$ cat src/rtl/mux10_rr_arbiter.sv
// Round-robin owner scheduler for a shared N:1 mux: one-hot GNT, select SL and VALID, all registered.
// REQ->GNT latency 1 cycle; one dead cycle between owners; bursts capped at MAX_HOLD (0 = no cap).
module mux10_rr_arbiter #(
    parameter int N_REQ    = 10,
    parameter int SEL_W    = 4,
    parameter int MAX_HOLD = 8
) (
    input  logic             CLK,
    input  logic             RST,
    input  logic [N_REQ-1:0] REQ,
    output logic [N_REQ-1:0] GNT,
    output logic [SEL_W-1:0] SL,
    output logic             VALID,
    output logic             OWNER_LAST
);

    localparam int HOLD_W = (MAX_HOLD == 0) ? 1 : $clog2(MAX_HOLD + 1);
    localparam logic [HOLD_W-1:0] HOLD_MAX = HOLD_W'(MAX_HOLD);
    localparam logic [HOLD_W-1:0] HOLD_SAT = '1;
    localparam logic [HOLD_W-1:0] HOLD_ONE = HOLD_W'(1);
    localparam logic [N_REQ-1:0]  GNT_ONE  = N_REQ'(1);
    localparam logic [SEL_W-1:0]  SEL_LAST = SEL_W'(N_REQ - 1);
    localparam logic [0:0] S_IDLE = 1'b0;
    localparam logic [0:0] S_BUSY = 1'b1;

    logic [0:0]       state_q, state_d;
    logic [SEL_W-1:0] ptr_q, ptr_d;
    logic [HOLD_W-1:0] hold_q, hold_d;
    logic [N_REQ-1:0] gnt_q, gnt_d;
    logic [SEL_W-1:0] sl_q, sl_d;
    logic             valid_q, valid_d;
    logic             owner_last_q, owner_last_d;

    logic             hi_found;
    logic [SEL_W-1:0] hi_pick, lo_pick, pick;
    logic             owner_req, release_now;
    logic [HOLD_W-1:0] hold_inc;

    // Rotating priority: lowest requester at or above PTR, else lowest overall (wrap).
    always_comb begin
        hi_found = 1'b0;
        hi_pick  = '0;
        lo_pick  = '0;
        for (int i = N_REQ - 1; i >= 0; i--) begin
            if (REQ[i]) begin
                lo_pick = SEL_W'(i);
                if (SEL_W'(i) >= ptr_q) begin
                    hi_found = 1'b1;
                    hi_pick  = SEL_W'(i);
                end
            end
        end
        pick = hi_found ? hi_pick : lo_pick;
    end

    assign owner_req   = |(REQ & gnt_q);
    assign release_now = !owner_req || ((MAX_HOLD != 0) && (hold_q == HOLD_MAX));
    assign hold_inc    = (hold_q == HOLD_SAT) ? hold_q : hold_q + HOLD_ONE;

    always_comb begin
        state_d      = state_q;
        ptr_d        = ptr_q;
        hold_d       = hold_q;
        gnt_d        = gnt_q;
        sl_d         = sl_q;
        owner_last_d = 1'b0;
        case (state_q)
            S_IDLE: begin
                if (|REQ) begin
                    state_d      = S_BUSY;
                    gnt_d        = GNT_ONE << pick;
                    sl_d         = pick;
                    hold_d       = HOLD_ONE;
                    owner_last_d = (MAX_HOLD == 1);
                end
            end
            default: begin
                if (release_now) begin
                    state_d = S_IDLE;
                    gnt_d   = '0;
                    hold_d  = '0;
                    ptr_d   = (sl_q == SEL_LAST) ? '0 : sl_q + SEL_W'(1);
                end else begin
                    hold_d       = hold_inc;
                    owner_last_d = (MAX_HOLD != 0) && (hold_inc == HOLD_MAX);
                end
            end
        endcase
        valid_d = |gnt_d;
    end

    always_ff @(posedge CLK) begin
        if (RST) begin
            state_q      <= S_IDLE;
            ptr_q        <= '0;
            hold_q       <= '0;
            gnt_q        <= '0;
            sl_q         <= '0;
            valid_q      <= 1'b0;
            owner_last_q <= 1'b0;
        end else begin
            state_q      <= state_d;
            ptr_q        <= ptr_d;
            hold_q       <= hold_d;
            gnt_q        <= gnt_d;
            sl_q         <= sl_d;
            valid_q      <= valid_d;
            owner_last_q <= owner_last_d;
        end
    end

    assign GNT        = gnt_q;
    assign SL         = sl_q;
    assign VALID      = valid_q;
    assign OWNER_LAST = owner_last_q;

endmodule
$ cat config.mk
export PLATFORM = sky130hd
export DESIGN_NAME = mux10_rr_arbiter
export DESIGN_NICKNAME = d
export VERILOG_FILES = /design/src/rtl/mux10_rr_arbiter.sv
export SDC_FILE = /design/constraint.sdc
export NUM_CORES = 1
export LEC_CHECK = 0
export BUFFER_PORTS_ARGS = -buffer_cell sky130_fd_sc_hd__buf_2
export CAP_MARGIN = 20
export CORE_MARGIN = 2
export CORE_UTILIZATION = 53
export CTS_BUF_LIST = sky130_fd_sc_hd__clkbuf_4
export DETAILED_ROUTE_END_ITERATION = 10
export PLACE_DENSITY = 0.79
export SKIP_CTS_REPAIR_TIMING = 1
export SYNTH_ARGS = -nofsm -noshare
export SYNTH_HDL_FRONTEND = slang
export SYNTH_SLANG_ARGS = --single-unit
$ cat constraint.sdc
create_clock -name CLK -period 1.7 [get_ports CLK]
set_input_delay 0.51 -clock CLK [delete_from_list [all_inputs] [get_ports CLK]]
set_output_delay 0.51 -clock CLK [all_outputs]
set_load 0.01 [all_outputs]
# [Word level (Yosys, flattened, before mapping)]
# Cells that the tools add are included.
[op_classes] n_addsub=2 magnitude_cmp=10 eq_ne=4 shifts=1 n_mux=62 bitwise=2 n_reduce_logical=9
[op_table] cell="4-bit two-way mux" n=36
[op_table] cell="10-bit two-way mux" n=3
[op_table] cell="10-bit OR reduction" n=3
[op_table] cell="1-bit two-way mux" n=23
[op_table] cell="4-bit == test, second input constant" n=4
[op_table] cell="3-bit by 4-bit greater-or-equal comparator with 1-bit output, first input constant" n=4
[op_table] cell="10-bit bitwise AND" n=1
[op_table] cell="1-bit by 4-bit left shift with 10-bit output, first input constant" n=1
[op_table] cell="4-bit by 1-bit adder with 4-bit output, second input constant" n=2
[op_table] cell="1-bit by 4-bit greater-or-equal comparator with 1-bit output, first input constant" n=2
[op_table] cell="2-bit by 4-bit greater-or-equal comparator with 1-bit output, first input constant" n=2
[op_table] cell="4-bit greater-or-equal comparator, first input constant" n=2
[op_table] cell="2-bit AND reduction" n=2
[op_table] cell="3-bit OR reduction" n=1
[op_table] cell="2-bit nonzero test" n=1
[op_table] cell="1-bit zero test" n=1
[op_table] cell="1-bit logical OR" n=1
[op_table] cell="1-bit NOT" n=1
[totals] register_bits=25 inputBits=12 out_inout_bits=16 wordCells=97

# [Logic depth before layout (Yosys ltp)]
[depth] word_depth=26 depth_mapped=8 mapped_depth_nobuf=7

# [Worst setup path after synthesis]
# OpenSTA, ideal clock, no wires.
[synth_timing] kind="input -> register" startpoint="in REQ[5]" endpoint="reg gnt_q[8] (netlist: GNT[8])" arrival_ps=1645 required_ps=1572 setup_slack_ps=-73 path_stages=6 path_buffers=0 path_cell_list="nor4_2 a31oi_2 nand3_1 and3b_1 a32oi_1 nor2_1"
[synth_via] elab_chain_cells=15
[synth_lines] item="from (decl)" line="10" rtl="input logic [N_REQ-1:0] REQ,"
[synth_lines] item="4-bit two-way mux or 1-bit two-way mux (tied branches)" line="45" rtl="if (REQ[i]) begin"
[synth_lines] item="4-bit two-way mux or 1-bit two-way mux (tied branches)" line="47" rtl="if (SEL_W'(i) >= ptr_q) begin"
[synth_lines] item="4-bit two-way mux or 1-bit two-way mux (tied branches)" line="45"
[synth_lines] item="4-bit two-way mux or 1-bit two-way mux (tied branches)" line="47"
[synth_lines] item="4-bit two-way mux or 1-bit two-way mux (tied branches)" line="45"
[synth_lines] item="4-bit two-way mux or 1-bit two-way mux (tied branches)" line="47"
[synth_lines] item="4-bit two-way mux or 1-bit two-way mux (tied branches)" line="45"
[synth_lines] item="4-bit two-way mux or 1-bit two-way mux (tied branches)" line="47"
[synth_lines] item="4-bit two-way mux or 1-bit two-way mux (tied branches)" line="45"
[synth_lines] item="4-bit two-way mux or 1-bit two-way mux (tied branches)" line="47"
[synth_lines] item="4-bit two-way mux or 1-bit two-way mux (tied branches)" line="45"
[synth_lines] item="4-bit two-way mux" line="53" rtl="pick = hi_found ? hi_pick : lo_pick;"
[synth_lines] item="1-bit by 4-bit left shift with 10-bit output" line="71" rtl="gnt_d = GNT_ONE << pick;"
[synth_lines] item="10-bit two-way mux" line="69" rtl="if (|REQ) begin"
[synth_lines] item="10-bit two-way mux (*)" line="67" rtl="case (state_q)"
[synth_lines] item="to (signal assigned)" line="105" rtl="gnt_q <= gnt_d;"
[synth_lines] item="to (decl)" line="29" rtl="logic [N_REQ-1:0] gnt_q, gnt_d;"
# Every way passes the cells marked *; elsewhere a longest branch is shown, timed or not.
# A chain may end at the register's enable or synchronous reset.

# [Final worst setup path]
[layout_timing] startpoint="in REQ[0]" endpoint="reg gnt_q[8] (netlist: GNT[8])"
[layout_via] elab_chain_cells=6
[layout_lines] item="10-bit bitwise AND" line="56" rtl="assign owner_req = |(REQ & gnt_q);"
[layout_lines] item="10-bit OR reduction" line="56"
[layout_lines] item="1-bit zero test" line="57" rtl="assign release_now = !owner_req || ((MAX_HOLD != 0) && (hold_q == HOLD_MAX));"
[layout_lines] item="1-bit logical OR" line="57"
[layout_lines] item="10-bit two-way mux" line="78" rtl="if (release_now) begin"
[layout_lines] item="10-bit two-way mux (*)" line="67"
# Marks and branches as above.

==> flow_summary.yaml <==
pwr:
  powerDensity_nw_per_um2: 1370
  cellLeakagePower_nw: 0.915
  irDropWorstVdd_mv: 0.928
floorplan:
  ios: 28
  rows: 20
  die_y_um: 61.0
  core_area_um2: 3080
  start_util_pct: 55.9
  die_x_um: 61.0
  die-area_um2: 3720
yosys:
  synth_top_family_by_area: "compound AO/OA/AOI/OAI gates"
  synthAdderAreaFrac_pct: 1.46
  yosysWarnings: 0
  avgSynthCellArea_um2: 8.15
  synth_xor_area_share_pct: 0.509
  synth_area_um2: 1720
  synthFlopType: "dfxtp_1"
  synth_cells: 211
  synth_cell_types: 65
  synth_mux_area_share_pct: 1.16
  ys_seq_area_share_pct: 29.1
  ys_ff_latch: 25
  synth-edff-count: 0
  synth-simple-area-share_pct: 25.6
  async_reset_ff_share_pct: 0
  synth_compound_area_share_pct: 37.0
  synth_nets: 225
critical_path:
  start_kind: "input port"
  slowest_stage: "or2_4"
  cp_slowest_stage_delay_ns: 0.29
  crit_fanout: 11
  crit_chain: "buf_2, buf_4, a22oi_1, nand2_1, o211a_1, or2_4, a32oi_2, nor2_1"
  rrSetupSlack_ns: -0.03
  critical-path-top-delay-family: "compound AO/OA/AOI/OAI gates"
  critPathKind: "in2reg"
  rr_startpoint: "ptr_q[0]$_SDFFE_PP0P_"
  required_ns: 1.92
  critPathCaptureType: "flop"
  path_buf_inv: 2
  arrival_ns: 1.98
  worstSetupStartpoint: "REQ[0]"
placement:
  dpl_worst_slack_ns: -0.379
  dp_hpwl_mm: 3.59
  place_congestion: 0.905
  dp.cells: 308
  port_buffers: 27
layout:
  finalNetCount: 283
  regArea_um2: 513
  utilization_pct: 74.1
  final_cell_count_no_fill: 312
  area_delta_synth_final_pct: 32.6
  n_fill_cell: 240
  multi_input_area_um2: 1240
  drive_above_1_share_pct: 39.6
  diodes: 0
hold_path:
  worstHoldStart: "RST"
  worstHoldPathType: "in2reg"
clock_tree:
  cts_made_buffers: 3
  clk-insertion-delay-late_ns: 0.32
  cts.sinks: 25
  root_buffer: "clkbuf_4"
  cts.clk_slew.worst_paths_ns: 0.13
  cts_tree: "built"
  clock_path_buffers: 2
  htreeDepth: 1
flow_run:
  drv_cap: 0
global_routing:
  grt_pass1_vias: 1725
  grt.total_usage_pct: 27.6
  grt_pass1_wl_mm: 7.69
  antenna_found_initial: 0
  gr-total-overflow: 0
  grt_max_degree: 15
routing:
  ant_nets: 0
  firstDrtPassIters: 4
  drtIter0Drc: 145
  post_drt_wl_per_cell_um: 16.1
  drc: 0
  vias: 1940
  vias_per_cell: 6.22
  routed_wirelength_mm: 5.04
timing:
  relSlewSlack_pct: 65.3
  clock.fmax_mhz: 569
  setup_viol: 4
  final.min_clock_period_ns: 1.76
  worst-slew-pin-transition_ns: 0.520
  worst_slack_ns: -0.0566
  slew_viol_final: 0
  hold_viol: 0
  clock_skew_ns: 0.00233
  rsz0062_at_grt: "yes"
  finalCritPeriodShare_pct: 103
outcome:
  violations: "negative setup slack"
  run_status: "finished, violations left"
[cell usage in the layout, fill, tap and decap left out, types with 3 or more instances in the layout]
cell	netlist	routed
nand4_1	4	4
a22oi_1	5	5
buf_4	1	36
nor2b_1	3	3
dfxtp_4	0	3
o211ai_1	6	6
nand3b_1	3	3
nand2b_1	4	4
a211oi_1	4	4
buf_2	2	26
nand2_1	22	22
nor2_1	13	13
a21oi_2	1	4
o21ai_0	8	7
clkbuf_4	0	5
a21oi_1	25	22
nand3_1	5	5
dfxtp_1	25	21
or2_4	1	3
nor3_1	6	4
inv_1	8	7
[path summary, 6_finish.rpt]
path / cells after the start / end
hold reg to reg: 2 / GNT[6]$_SDFF_PP0_
setup / recovery: 8 / GNT[8]$_SDFF_PP0_
setup reg to reg: 6 / GNT[8]$_SDFF_PP0_
hold / removal: 2 / ptr_q[1]$_SDFFE_PP0P_
[report_power, final]
group / switching, W / internal, W
sequential: 0.000218 / 0.000740
clock: 0.000175 / 0.000108
combinational: 0.000999 / 0.000891
total: 0.00139 / 0.00174
[stage by stage]
step	hold WS (ns)	instance area [µm²]	power, W	setup TNS, ns
2_1_floorplan	0.495	1730	0.00199	-0.0208
3_3_place_gp	0.470	2130	0.00261	-4.68
3_5_place_dp	0.475	2130	0.00263	-5.24
4_1_cts	0.488	2160	0.00292	-1.49
5_1_grt	0.510	2280	0.00335	-0.968
6_report	0.499	2280	0.00313	-0.139
[cell usage after synthesis, types with 2 or more instances]
cell / count / area share [%]
a21oi_1: 25 / 7.3
dfxtp_1: 25 / 29
nand2_1: 22 / 4.8
nor2_1: 13 / 2.8
inv_1: 8 / 1.7
o21ai_0: 8 / 2.3
nor3_1: 6 / 1.7
o211ai_1: 6 / 2.6
a22oi_1: 5 / 2.2
nand3_1: 5 / 1.5
a211oi_1: 4 / 1.7
clkbuf_1: 4 / 0.87
nand2b_1: 4 / 1.5
nand4_1: 4 / 1.5
or2_2: 4 / 1.5
a221oi_1: 3 / 1.5
a311oi_1: 3 / 1.5
nand3b_1: 3 / 1.3
nor2b_1: 3 / 1.1
a32oi_1: 2 / 1.0
a41oi_1: 2 / 1.0
buf_2: 2 / 0.58
buf_6: 2 / 1.3
ha_1: 2 / 1.5
mux2i_1: 2 / 1.2
o211a_1: 2 / 1.2
o21ai_2: 2 / 1.0
o21bai_1: 2 / 0.87
or4_1: 2 / 0.87
[routing by layer]
metal  global-route usage, %  wire length, µm
met2                    44.1             2440
met4                    10.9              152
met1                    37.3             2120
met3                    4.48              327
met5                       0                0
[cell families after synthesis]
logic type / count (synthesis)
and+or+nand+nor: 78
DFF: 25
buffers and inverters: 18
muxes: 2
adders and majority gates: 2
AOI/OAI and AO/OA: 85
xor gates and xnor gates: 1
[layout make-up]
type                    count  area share (%)
inverters                   8            1.32
flip-flops and latches     25            22.5
clock buffers               4            1.32
well taps                  44            2.41
repair buffers             63            17.9
multi-input cells         168            54.6
[state kept, by name, indices dropped and copies added, names as in the netlist]
name,cells
OWNER_LAST,1
state_q,1
ptr_q,4
VALID,1
GNT,10
SL,4
hold_q,4
(Power assumes the default switching activity.)
